<file path="src/rtl/regfile_wb_scheduler.sv">
// -----------------------------------------------------------------------------
// regfile_wb_scheduler
//
// Writeback scheduler and scoreboard for the 2-read/1-write integer register
// file. The single write port is shared round-robin between the ALU and LSU
// writeback requesters (valid/ready). A pending bit per register records
// writes that have been issued but have not yet landed in the register file.
// Decode uses these bits to stall on RAW hazards (rs1/rs2 busy) and on WAW
// hazards (issue_ready_o low).
//
// Ports
//   clk_i          clock, all state on rising edge
//   rst_ni         asynchronous active-low reset
//   issue_valid_i  decode issues an instruction that will write issue_rd_i
//   issue_rd_i     destination register of the issuing instruction
//   issue_ready_o  issue accepted this cycle (0 = WAW stall)
//   rs1_addr_i     decode source 1 address
//   rs2_addr_i     decode source 2 address
//   rs1_busy_o     rs1 has an outstanding write
//   rs2_busy_o     rs2 has an outstanding write
//   alu_valid_i    ALU writeback request
//   alu_rd_i       ALU destination register
//   alu_data_i     ALU result
//   alu_ready_o    ALU request granted this cycle
//   lsu_valid_i    LSU writeback request
//   lsu_rd_i       LSU destination register
//   lsu_data_i     LSU load data
//   lsu_ready_o    LSU request granted this cycle
//   wr_en_o        register file write enable (registered)
//   rd_addr_o      register file write address (registered)
//   rd_data_o      register file write data (registered)
//   pending_o      scoreboard vector, bit i = write to register i outstanding
// -----------------------------------------------------------------------------
module regfile_wb_scheduler #(
    parameter  int width_p = 32,
    parameter  int depth_p = 32,
    localparam int aw      = $clog2(depth_p)
) (
    input  logic               clk_i,
    input  logic               rst_ni,

    input  logic               issue_valid_i,
    input  logic [aw-1:0]      issue_rd_i,
    output logic               issue_ready_o,

    input  logic [aw-1:0]      rs1_addr_i,
    input  logic [aw-1:0]      rs2_addr_i,
    output logic               rs1_busy_o,
    output logic               rs2_busy_o,

    input  logic               alu_valid_i,
    input  logic [aw-1:0]      alu_rd_i,
    input  logic [width_p-1:0] alu_data_i,
    output logic               alu_ready_o,

    input  logic               lsu_valid_i,
    input  logic [aw-1:0]      lsu_rd_i,
    input  logic [width_p-1:0] lsu_data_i,
    output logic               lsu_ready_o,

    output logic               wr_en_o,
    output logic [aw-1:0]      rd_addr_o,
    output logic [width_p-1:0] rd_data_o,
    output logic [depth_p-1:0] pending_o
);

    // Which requester wins when both are valid in the same cycle.
    typedef enum logic {
        PRIO_ALU = 1'b0,
        PRIO_LSU = 1'b1
    } prio_e;

    prio_e               prio_r;
    prio_e               prio_next_s;
    logic                alu_gnt_s;
    logic                lsu_gnt_s;
    logic [aw-1:0]       gnt_rd_s;
    logic [width_p-1:0]  gnt_data_s;
    logic                wr_en_r;
    logic [aw-1:0]       rd_addr_r;
    logic [width_p-1:0]  rd_data_r;
    logic [depth_p-1:0]  pending_r;
    logic [depth_p-1:0]  pending_next_s;
    logic                issue_ready_s;
    logic                issue_fire_s;

    // Round-robin priority register.
    always_ff @(posedge clk_i or negedge rst_ni) begin
        if (!rst_ni) begin
            prio_r <= PRIO_ALU;
        end else begin
            prio_r <= prio_next_s;
        end
    end

    // Arbitration: grants depend only on valids and priority, never on
    // previous ready values, so there is no loop from ready back to valid.
    always_comb begin
        alu_gnt_s   = 1'b0;
        lsu_gnt_s   = 1'b0;
        prio_next_s = prio_r;
        if (alu_valid_i && lsu_valid_i) begin
            if (prio_r == PRIO_ALU) begin
                alu_gnt_s = 1'b1;
            end else begin
                lsu_gnt_s = 1'b1;
            end
        end else if (alu_valid_i) begin
            alu_gnt_s = 1'b1;
        end else if (lsu_valid_i) begin
            lsu_gnt_s = 1'b1;
        end else begin
            alu_gnt_s = 1'b0;
            lsu_gnt_s = 1'b0;
        end
        // The requester that was just served yields priority to the other.
        if (alu_gnt_s) begin
            prio_next_s = PRIO_LSU;
        end else if (lsu_gnt_s) begin
            prio_next_s = PRIO_ALU;
        end else begin
            prio_next_s = prio_r;
        end
    end

    // Select destination and data of the granted requester.
    always_comb begin
        gnt_rd_s   = alu_rd_i;
        gnt_data_s = alu_data_i;
        if (lsu_gnt_s) begin
            gnt_rd_s   = lsu_rd_i;
            gnt_data_s = lsu_data_i;
        end else begin
            gnt_rd_s   = alu_rd_i;
            gnt_data_s = alu_data_i;
        end
    end

    // Register file write port, one cycle after the grant. A grant to x0 is
    // consumed but produces no write and leaves address/data untouched.
    always_ff @(posedge clk_i or negedge rst_ni) begin
        if (!rst_ni) begin
            wr_en_r   <= 1'b0;
            rd_addr_r <= {aw{1'b0}};
            rd_data_r <= {width_p{1'b0}};
        end else if (alu_gnt_s || lsu_gnt_s) begin
            if (gnt_rd_s != {aw{1'b0}}) begin
                wr_en_r   <= 1'b1;
                rd_addr_r <= gnt_rd_s;
                rd_data_r <= gnt_data_s;
            end else begin
                wr_en_r   <= 1'b0;
            end
        end else begin
            wr_en_r <= 1'b0;
        end
    end

    // WAW stall: a destination with a write still outstanding cannot be
    // re-issued; x0 is never tracked and so never stalls.
    always_comb begin
        issue_ready_s = ~(issue_valid_i && (issue_rd_i != {aw{1'b0}}) && pending_r[issue_rd_i]);
        issue_fire_s  = issue_valid_i && issue_ready_s && (issue_rd_i != {aw{1'b0}});
    end

    // Scoreboard next state: the clear for the write being performed this
    // cycle is applied first so a same-edge issue to that register wins.
    always_comb begin
        pending_next_s = pending_r;
        if (wr_en_r) begin
            pending_next_s[rd_addr_r] = 1'b0;
        end else begin
            pending_next_s = pending_r;
        end
        if (issue_fire_s) begin
            pending_next_s[issue_rd_i] = 1'b1;
        end else begin
            pending_next_s = pending_next_s;
        end
        pending_next_s[0] = 1'b0;
    end

    // Scoreboard register.
    always_ff @(posedge clk_i or negedge rst_ni) begin
        if (!rst_ni) begin
            pending_r <= {depth_p{1'b0}};
        end else begin
            pending_r <= pending_next_s;
        end
    end

    assign alu_ready_o   = alu_gnt_s;
    assign lsu_ready_o   = lsu_gnt_s;
    assign issue_ready_o = issue_ready_s;
    assign rs1_busy_o    = (rs1_addr_i != {aw{1'b0}}) && pending_r[rs1_addr_i];
    assign rs2_busy_o    = (rs2_addr_i != {aw{1'b0}}) && pending_r[rs2_addr_i];
    assign wr_en_o       = wr_en_r;
    assign rd_addr_o     = rd_addr_r;
    assign rd_data_o     = rd_data_r;
    assign pending_o     = pending_r;

endmodule

</file>
<file path="config.mk">
export PLATFORM = sky130hd
export DESIGN_NAME = regfile_wb_scheduler
export DESIGN_NICKNAME = d
export VERILOG_FILES = /design/src/rtl/regfile_wb_scheduler.sv
export SDC_FILE = /design/constraint.sdc
export NUM_CORES = 1
export LEC_CHECK = 0
export CORE_ASPECT_RATIO = 1.75
export CORE_UTILIZATION = 46
export DETAILED_ROUTE_END_ITERATION = 7
export PLACE_DENSITY = 0.86
export SLEW_MARGIN = 15
export SYNTH_ARGS = -nofsm -noshare
export SYNTH_HDL_FRONTEND = slang
export SYNTH_SLANG_ARGS = --single-unit
</file>
<file path="constraint.sdc">
create_clock -name clk_i -period 4.7 [get_ports clk_i]
set_input_delay 0.47 -clock clk_i [delete_from_list [all_inputs] [get_ports clk_i]]
set_output_delay 0.47 -clock clk_i [all_outputs]
set_load 0.05 [all_outputs]
</file>
Yosys cells after proc, flatten, opt, wreduce, memory -nomap -nowiden
Cells that the tools add are included.

Register bits: 70. Output and inout port bits: 75. Logic and storage cells: 56.

$lt $le $gt $ge: 6. Muxes and demuxes: 25. Bitwise logic cells: 4. Reductions and logical operators: 16.

Operator list (count): $mux 32 (3); $and 32x32->32 (1); $not 32->32 (1); $or 32x32->32 (1); $lt 5x6->1 const B (4); $reduce_bool 5->1 (4); $mux 1 (16); $bmux 1 s5 (3); $demux 1 s5 (2); $ge 5x1->1 const B (2); $logic_and 1x1->1 (9); $mux 5 (1); $reduce_and 2->1 (1); $reduce_bool 2->1 (1); $logic_or 1x1->1 (1); $not 1->1 (1).

Longest topological paths before layout
Gate-level depths: netlist (run 1).

Depth after elaboration: 9. Mapped depth: 8.

Worst setup path before layout (run 1)
No wires, ideal clock.

Kind: input-to-output. From: input issue_rd_i[0]. To: output issue_ready_o. Arrival time: 2.321 ns. Data required time: 4.230 ns. Slack: 1.909 ns. Cell stages on the path: 8. Path through: buf_2 > buf_2 > mux2i_1 > o21bai_1 > o22ai_1 > o221ai_2 > buf_6 > o21ai_1.

Cells in the longest elaborated chain, start to end: 4. Elaborated cells on any way between the ends: 6. Those cells by class: mux: 2; bitwise: 1; reduce/logical: 3.

RTL lines: start: declaration (line 43) `input logic [aw-1:0] issue_rd_i,`; $bmux 1 s5 or $reduce_bool 5->1 (tied branches) (line 162) `issue_ready_s = ~(issue_valid_i && (issue_rd_i != {aw{1'b0}}) && pending_r[issue_rd_i]);`; $mux 1 (implied by the code) or $logic_and 1x1->1 (tied branches) (line 162); $logic_and 1x1->1 * (line 162); $not 1->1 * (line 162); end: declaration (line 44) `output logic issue_ready_o,`.

Mark *: on every way between the ends. The rest lies on a longest branch, timed or not. The select of a mux whose other input is x is not followed.

Final worst setup path (run 1)
Same ends and word-level chain as after synthesis.

==> results.sh, run 1 <==
export IMPL_rsz0062_at_grt="false"
export IMPL_async_flop_share=1.00
export IMPL_rows=44
export IMPL_ys_seq_area_frac=0.443
export IMPL_r2r_cells=6
export IMPL_dr_pass1_iters=5
export IMPL_ir_drop_mv=0.281
export IMPL_power_density_mw_per_mm2=591
export IMPL_diodes=0
export IMPL_grt_max_degree=57
export IMPL_fin_skew_ns=0.00580
export IMPL_worst_pin_slew_ns=0.935
export IMPL_placed_cell_area_mm2=0.00565
export IMPL_n_fill_cell=594
export IMPL_syn_num_nets=503
export IMPL_gp_congestion=0.936
export IMPL_timing_rr_end="rd_addr_o[2]"
export IMPL_die_area_mm2=0.00899
export IMPL_hold_class="in -> async"
export IMPL_grt_pass1_vias=4272
export IMPL_clock_path_buffers=2
export IMPL_synth_most_common_cell="nand2_1"
export IMPL_place_hpwl_um=9520
export IMPL_fin_crit_sh=0.862
export IMPL_io_pin_count=169
export IMPL_synth_common_cells="78 x nand2_1, 70 x dfrtp_1, 47 x o21ai_0"
export IMPL_path_clk_slew_ns=0.06
export IMPL_drv_cap=0
export IMPL_reg2reg_from="prio_r"
export IMPL_holdWs_ns=0.0404
export IMPL_worstPathArrival_ns=3.58
export IMPL_run_status="finished, final reports clean"
export IMPL_drt_iter0_drc=416
export IMPL_setup_tns_ns=0
export IMPL_wl_met1_um=4170
export IMPL_cts_sinks=70
export IMPL_fin_nets=655
export IMPL_max_freq_mhz=247
export IMPL_totalWireLength_um=12600
export IMPL_synthCells=409
export IMPL_worst_path_max_fanout=20
export IMPL_top_layer="met4"
export IMPL_io_buffers=167
export IMPL_die_w_um=72.1
export IMPL_synthTopCellsByArea="dfrtp_1 44%, mux4_1 9.3%, nand2_1 7.4%, o21ai_0 5.9%, a31oi_1 5.7%"
export IMPL_p_leak_nw=2.35
export IMPL_worst_setup_path_start_kind="input port"
export IMPL_cts_resized=0
export IMPL_cts_tree="yes"
export IMPL_grt_ovfl_total=0
export IMPL_post_cts_buffers=0
export IMPL_core_area_mm2=0.00831
export IMPL_clockRootBuffer="clkbuf_16"
export IMPL_numCtsBuffers=9
export IMPL_worstPathRequired_ns=4.23
export IMPL_synth_top_area_frac=0.443
export IMPL_antenna_found_initial=0
export IMPL_syn2layout_area_growth_pct=49.4
export IMPL_synth_area_per_cell_um2=9.67
export IMPL_cts_max_level=3
export IMPL_setup_slack_ns=0.647
export IMPL_min_period_ns=4.05
export IMPL_route_detailed_drc=0
export IMPL_slew_headroom=0.376
export IMPL_crit_start="issue_rd_i[0]"
export IMPL_insertion_delay_ns=0.32
export IMPL_yosysTopAreaCell="dfrtp_1"
export IMPL_holdBufCountCts=0
export IMPL_setup_violations_final=0
export IMPL_met2_length_um=6770
export IMPL_met3WireLength_um=1060
export IMPL_drv_slew=0
export IMPL_initial_core_util=0.476
export IMPL_endpoint_kind="primary output"
export IMPL_yosysWarningCount=0
export IMPL_path_class="in -> out"
export IMPL_wl_per_cell_um=18.5
export IMPL_grt_util_all_layers=0.294
export IMPL_drive_gt1_frac=0.0550
export IMPL_synth_edf_count=0
export IMPL_ys_ff_latch=70
export IMPL_avgViaCountPerCell=5.98
export IMPL_timing_hold_violations_final=0
export IMPL_design_area_mm2=0.00591
export IMPL_synth_distinct_cells=34
export IMPL_grt_pass1_wl_um=20400
export IMPL_num_vias=4062
export IMPL_preCtsSetupSlack_ns=0.666
export IMPL_ant_nets=0
export IMPL_dieHeight_um=125
export IMPL_reg2reg_setup_slack_ns=2.45
export IMPL_ys_flop_type="dfrtp_1"
export IMPL_syn_area_mm2=0.00396
## final cells by class
class                      count  area, um2  area share
timing repair buffer         171       1700       0.287
sequential                    70       1750       0.296
clock inverter                 2       10.0     0.00169
tap                          115        144      0.0243
inverter                       5       18.8     0.00318
multi-input combinational    304       2040       0.346
clock buffer                  12        246      0.0417
## metal layers
metal | up-vias | track usage
met5 | - | 0
met4 | 0 | 0.161
met3 | 65 | 0.0858
met2 | 275 | 0.520
met1 | 1905 | 0.299
li1 | 1817 | -
## cell usage in the layout (no fill, tap or decap), types with 2 or more instances in the layout
cell,n
buf_4,4
clkdlybuf4s50_1,166
a31oi_1,36
nand3_1,6
dfrtp_1,70
inv_1,5
or3b_2,4
clkbuf_1,2
nand2_1,78
mux4_1,14
nor2_1,41
o22ai_1,3
nor3b_1,3
nand3b_1,10
o31ai_1,22
clkinv_2,2
o21ai_0,46
mux4_2,6
clkbuf_16,9
a21oi_1,7
mux2i_1,12
or4_1,2
## power breakdown
| part | switching (W) | internal, W | total (W) |
|---|---|---|---|
| Combinational | 0.00115 | 0.000696 | 0.00185 |
| Clock | 0.000229 | 0.000363 | 0.000592 |
| Sequential | 0.000254 | 0.000801 | 0.00105 |
## logic make-up (layout without fill, tap and decap cells)
logic type | Yosys count | after routing | share of synthesized area
buffers and inverters | 35 | 190 | 0.0443
AO/OA/AOI/OAI | 122 | 122 | 0.187
AND/OR/NAND/NOR | 148 | 148 | 0.165
multiplexers | 33 | 33 | 0.160
other | 1 | 1 | 0.000948
flip-flops | 70 | 70 | 0.443
## through the flow
| stage | cells | total power [W] | util |
|---|---|---|---|
| 3_5_place_dp | 665 | 0.00289 | 0.680 |
| 2_1_floorplan | 409 | 0.00218 | - |
| 5_1_grt | 679 | 0.00364 | 0.711 |
| 4_1_cts | 679 | 0.00349 | 0.711 |
| 6_report | 679 | 0.00349 | 0.711 |
| 3_3_place_gp | 665 | 0.00285 | 0.680 |
## worst max-delay path: stages
cell and delay (ns):
clkdlybuf4s50_1 0.99, mux4_2 0.60, inv_1 0.08, o221ai_2 0.36, o21ai_1 0.24, clkdlybuf4s50_1 0.83
## registers in the layout (all words and copies together) (netlist names)
signal     cells
prio_r         1
rd_addr_o      5
wr_en_o        1
rd_data_o     32
pending_o     31
## worst max-delay path by stage
stage / cells after the start / slack (ns) / endpoint
final: 6 / 0.65 / issue_ready_o
after global routing: 6 / 0.47 / issue_ready_o
after CTS: 6 / 0.66 / issue_ready_o
after detailed placement: 6 / 0.67 / issue_ready_o
after global placement: 6 / 0.74 / issue_ready_o
after floorplan: 8 / 1.91 / issue_ready_o
Note: power is estimated with default switching activity, not from simulation.
==> run 2, diff against run 1 <==
==> constraint.sdc (replaced) <==
create_clock -name clk_i -period 5.2 [get_ports clk_i]
set_input_delay 0.52 -clock clk_i [delete_from_list [all_inputs] [get_ports clk_i]]
set_output_delay 0.52 -clock clk_i [all_outputs]
set_load 0.05 [all_outputs]
==> results.sh, run 2 (synthesized netlist as in run 1, its figures left out) <==
export IMPL_grt_util_all_layers=0.300
export IMPL_timing_hold_violations_final=0
export IMPL_totalWireLength_um=12900
export IMPL_timing_rr_end="rd_addr_o[2]"
export IMPL_grt_pass1_vias=4286
export IMPL_power_switching_w=0.00151
export IMPL_rsz0062_at_grt="false"
export IMPL_core_area_mm2=0.00831
export IMPL_pwr_share_comb=0.505
export IMPL_run_status="finished, final reports clean"
export IMPL_ant_nets=0
export IMPL_worst_path_max_fanout=20
export IMPL_drv_slew=0
export IMPL_cts_resized=0
export IMPL_p_leak_nw=2.38
export IMPL_gp_congestion=0.950
export IMPL_grt_max_degree=71
export IMPL_pwr_share_seq=0.286
export IMPL_io_pin_count=169
export IMPL_path_cells="clkdlybuf4s50_1 > mux4_2 > inv_1 > o221ai_2 > o21ai_1 > clkdlybuf4s50_1"
export IMPL_min_period_ns=4.19
export IMPL_insertion_delay_ns=0.33
export IMPL_layout_commonest_cell="clkdlybuf4s50_1"
export IMPL_r2r_cells=6
export IMPL_crit_path_end="issue_ready_o"
export IMPL_initial_core_util=0.476
export IMPL_critPathMaxStageDelay_ns=1.02
export IMPL_drv_cap=0
export IMPL_clock_power_share=0.209
export IMPL_clock_path_buffers=2
export IMPL_antenna_found_initial=0
export IMPL_drive_gt1_frac=0.0601
export IMPL_crit_slowest_cell="clkdlybuf4s50_1"
export IMPL_die_area_mm2=0.00899
export IMPL_route_detailed_drc=0
export IMPL_crit_start="issue_rd_i[0]"
export IMPL_endpoint_kind="primary output"
export IMPL_dr_pass1_iters=5
export IMPL_drt_iter0_drc=296
export IMPL_p_int_w=0.00182
export IMPL_grt_ovfl_total=0
export IMPL_slew_headroom=0.367
export IMPL_cts_tree="yes"
export IMPL_ir_drop_mv=0.268
export IMPL_max_freq_mhz=239
export IMPL_setup_violations_final=0
export IMPL_num_vias=4039
export IMPL_hold_class="in -> async"
export IMPL_mostFrequentLayoutCells="166 x clkdlybuf4s50_1, 78 x nand2_1, 70 x dfrtp_1"
export IMPL_fin_util=0.721
export IMPL_path_clk_slew_ns=0.05
export IMPL_path_class="in -> out"
export IMPL_worstPathArrival_ns=3.67
export IMPL_cts_sinks=70
export IMPL_numCtsBuffers=9
export IMPL_largest_reg_flops=32
export IMPL_fin_nets=655
export IMPL_diodes=0
export IMPL_holdBufCountCts=0
export IMPL_cpMostUsedCell="clkdlybuf4s50_1"
export IMPL_setup_tns_ns=0
export IMPL_syn2layout_area_growth_pct=51.5
export IMPL_io_buffers=167
export IMPL_reg2reg_from="prio_r"
export IMPL_holdWs_ns=0.384
export IMPL_clockRootBuffer="clkbuf_16"
export IMPL_worst_setup_path_start_kind="input port"
export IMPL_grt_pass1_wl_um=20600
export IMPL_dieHeight_um=125
export IMPL_rows=44
export IMPL_worst_pin_slew_ns=0.950
export IMPL_worstPathRequired_ns=4.68
export IMPL_cts_max_level=3
export IMPL_avgViaCountPerCell=5.93
export IMPL_post_cts_buffers=0
export IMPL_wl_per_cell_um=19.0
export IMPL_p_sw_frac=0.453
export IMPL_die_w_um=72.1
export IMPL_power_density_mw_per_mm2=555
export IMPL_place_hpwl_um=9530
export IMPL_fin_skew_ns=0.00220
export IMPL_reg2reg_setup_slack_ns=2.94
export IMPL_fin_crit_sh=0.805
[run 2: critical path, delay by kind of cell]
kind | cells | cell delay, ns
buffers and inverters | 3 | 1.92
muxes | 1 | 0.60
AOI/OAI and AO/OA | 2 | 0.61
[run 2: worst min-delay path by stage]
stage                       from             to  slack [ns]  cells past startpoint
after global placement    prio_r         prio_r        0.49                      1
after detailed placement  prio_r         prio_r        0.51                      1
final                     rst_ni  rd_data_o[17]        0.38                      2
after CTS                 rst_ni  rd_data_o[17]        0.42                      2
after global routing      rst_ni  rd_data_o[23]        0.46                      2
after floorplan           rst_ni  pending_o[10]        0.22                      0
[run 2: stage by stage]
| stage | setup slack [ns] | power, W | std cells | area [um2] |
|---|---|---|---|---|
| finish | 1.01 | 0.00333 | 681 | 5990 |
| floorplan | 2.31 | 0.00197 | 409 | 3960 |
| global route | 0.839 | 0.00346 | 681 | 5990 |
| CTS | 1.03 | 0.00332 | 681 | 5990 |
| detailed placement | 1.03 | 0.00262 | 665 | 5650 |
| global placement | 1.14 | 0.00258 | 665 | 5650 |
[run 2: layout make-up]
type | instances | area (um2)
Fill cell | 578 | 2320
Multi-Input combinational cell | 304 | 2040
Sequential cell | 70 | 1750
Timing Repair Buffer | 171 | 1700
Clock buffer | 10 | 229
Tap cell | 115 | 144
Clock inverter | 6 | 110
Inverter | 5 | 18.8
[run 2: routing by layer]
metal | GRT usage | vias to the layer above | share of wire
met3 | 0.0858 | 57 | 0.081
met2 | 0.537 | 253 | 0.54
met4 | 0.174 | 0 | 0.041
met1 | 0.297 | 1909 | 0.34
li1 | - | 1820 | -
met5 | 0 | - | 0
[run 2: power by group through the flow]
stage / clock network [W] / registers (W) / logic, W
2_1_floorplan: 0 / 0.00150 / 0.000477
3_3_place_gp: 0 / 0.000948 / 0.00163
3_5_place_dp: 0 / 0.000952 / 0.00167
4_1_cts: 0.000705 / 0.000943 / 0.00168
5_1_grt: 0.000730 / 0.000973 / 0.00176
6_report: 0.000694 / 0.000951 / 0.00168
==> run 3, diff against run 2 <==
--- a/config.mk
+++ b/config.mk
@@ -6,9 +6,9 @@
 export NUM_CORES = 1
 export LEC_CHECK = 0
 export CORE_ASPECT_RATIO = 1.75
-export CORE_UTILIZATION = 46
+export CORE_UTILIZATION = 43
 export DETAILED_ROUTE_END_ITERATION = 7
-export PLACE_DENSITY = 0.86
+export PLACE_DENSITY = 0.81
 export SLEW_MARGIN = 15
 export SYNTH_ARGS = -nofsm -noshare
 export SYNTH_HDL_FRONTEND = slang
==> constraint.sdc (replaced) <==
create_clock -name clk_i -period 4.1 [get_ports clk_i]
set_input_delay 0.41 -clock clk_i [delete_from_list [all_inputs] [get_ports clk_i]]
set_output_delay 0.41 -clock clk_i [all_outputs]
set_load 0.05 [all_outputs]
==> results.sh, run 3 (synthesized netlist as in run 1, its figures left out) <==
export IMPL_setup_violations_final=0
export IMPL_power_density_mw_per_mm2=697
export IMPL_dieHeight_um=129
export IMPL_numCtsBuffers=9
export IMPL_num_vias=4052
export IMPL_avgViaCountPerCell=5.89
export IMPL_run_status="finished, final reports clean"
export IMPL_die_area_mm2=0.00960
export IMPL_cts_sinks=70
export IMPL_die_w_um=74.5
export IMPL_grtUsageMet2=0.488
export IMPL_drv_cap=0
export IMPL_clock_path_buffers=2
export IMPL_min_period_ns=3.73
export IMPL_drt_iter0_drc=374
export IMPL_dr_pass1_iters=7
export IMPL_setup_tns_ns=0
export IMPL_place_hpwl_um=9710
export IMPL_slew_headroom=0.350
export IMPL_fin_nets=657
export IMPL_setup_slack_ns=0.374
export IMPL_worst_pin_slew_ns=0.975
export IMPL_io_pin_count=169
export IMPL_ant_nets=0
export IMPL_gp_congestion=0.962
export IMPL_core_area_mm2=0.00898
export IMPL_path_class="in -> out"
export IMPL_grt_max_degree=47
export IMPL_layout_commonest_cell="clkdlybuf4s50_1"
export IMPL_p_leak_nw=2.38
export IMPL_drive_gt1_frac=0.0634
export IMPL_holdBufCountCts=0
export IMPL_preCtsSetupSlack_ns=0.427
export IMPL_cts_resized=0
export IMPL_fin_crit_sh=0.909
export IMPL_mostFrequentLayoutCells="166 x clkdlybuf4s50_1, 78 x nand2_1, 70 x dfrtp_1"
export IMPL_grt_pass1_vias=4008
export IMPL_worstPathRequired_ns=3.69
export IMPL_busiest_layer="met2"
export IMPL_worstPathArrival_ns=3.32
export IMPL_timing_hold_violations_final=0
export IMPL_route_detailed_drc=0
export IMPL_cts_max_level=3
export IMPL_initial_core_util=0.440
export IMPL_io_buffers=167
export IMPL_path_clk_slew_ns=0.06
export IMPL_endpoint_kind="primary output"
export IMPL_grt_met3_usage=0.0807
export IMPL_drv_slew=0
export IMPL_insertion_delay_ns=0.33
export IMPL_rows=46
export IMPL_reg2reg_from="prio_r"
export IMPL_worst_setup_path_start_kind="input port"
export IMPL_cts_tree="yes"
export IMPL_grt_util_all_layers=0.286
export IMPL_clockRootBuffer="clkbuf_16"
export IMPL_crit_start="rs2_addr_i[0]"
export IMPL_syn2layout_area_growth_pct=51.5
export IMPL_rsz0062_at_grt="false"
export IMPL_fin_skew_ns=0.00467
export IMPL_grtUsageMet1=0.309
export IMPL_grt_pass1_wl_um=20100
export IMPL_wl_per_cell_um=19.1
export IMPL_post_cts_buffers=0
export IMPL_ir_drop_mv=0.347
export IMPL_diodes=0
export IMPL_largest_reg_flops=32
export IMPL_grt_ovfl_total=0
export IMPL_holdWs_ns=0.239
export IMPL_hold_class="in -> async"
export IMPL_antenna_found_initial=0
export IMPL_max_freq_mhz=268
export IMPL_reg2reg_setup_slack_ns=1.74
export IMPL_worst_path_max_fanout=9
export IMPL_totalWireLength_um=13100
==> run 3: changes by cell type in the layout (fill, tap and decap cells not counted), sizes merged <==
| cell | delta |
|---|---|
| buf | +2 |
| clkinv | +2 |
| bufinv | -1 |
| clkinvlp | -1 |
==> run 3: worst max-delay path, cell delays in order <==
cell and delay (ns):
clkdlybuf4s50_1 0.79, mux4_1 0.62, mux2i_1 0.45, nor3b_1 0.10, a21oi_1 0.15, o31ai_1 0.09
clkdlybuf4s50_1 0.71
==> run 3: worst paths after layout <==
kind	cells past startpoint	endpoint
worst max-delay path	7	rs2_busy_o
worst min-delay path	1	rd_data_o[12]
worst max register to register	6	rd_addr_o[2]
worst min register to register	1	prio_r
max in group asynchronous	2	rd_data_o[30]
min in group clk_i	1	prio_r
==> run 3: final cells by class <==
class / count / area [um2]
clock inverters: 6 / 86.3
repair buffers: 173 / 1710
inverters: 5 / 18.8
well taps: 120 / 150
clock buffers: 10 / 229
multi-input cells: 304 / 2040
flip-flops and latches: 70 / 1750
fillers: 735 / 2990
==> run 3: through the flow <==
step	instances	util	total power, W	area (um2)
final	688	0.667	0.00418	5990
after floorplan	409	-	0.00250	3960
after detailed placement	672	0.632	0.00333	5680
after global placement	672	0.632	0.00327	5680
after CTS	688	0.667	0.00416	5990
after global routing	688	0.667	0.00435	5990
==> run 3: where the power goes <==
part           total [W]  switching [W]  internal, W
Combinational    0.00213        0.00133     0.000801
Clock           0.000823       0.000292     0.000531
Sequential       0.00122       0.000306     0.000917
Total            0.00418        0.00193      0.00225
==> run 3: routing by layer <==
layer / share of wire / wire, um
met5: 0 / 0
met4: 0.046 / 607
met3: 0.093 / 1220
met2: 0.52 / 6770
met1: 0.34 / 4520
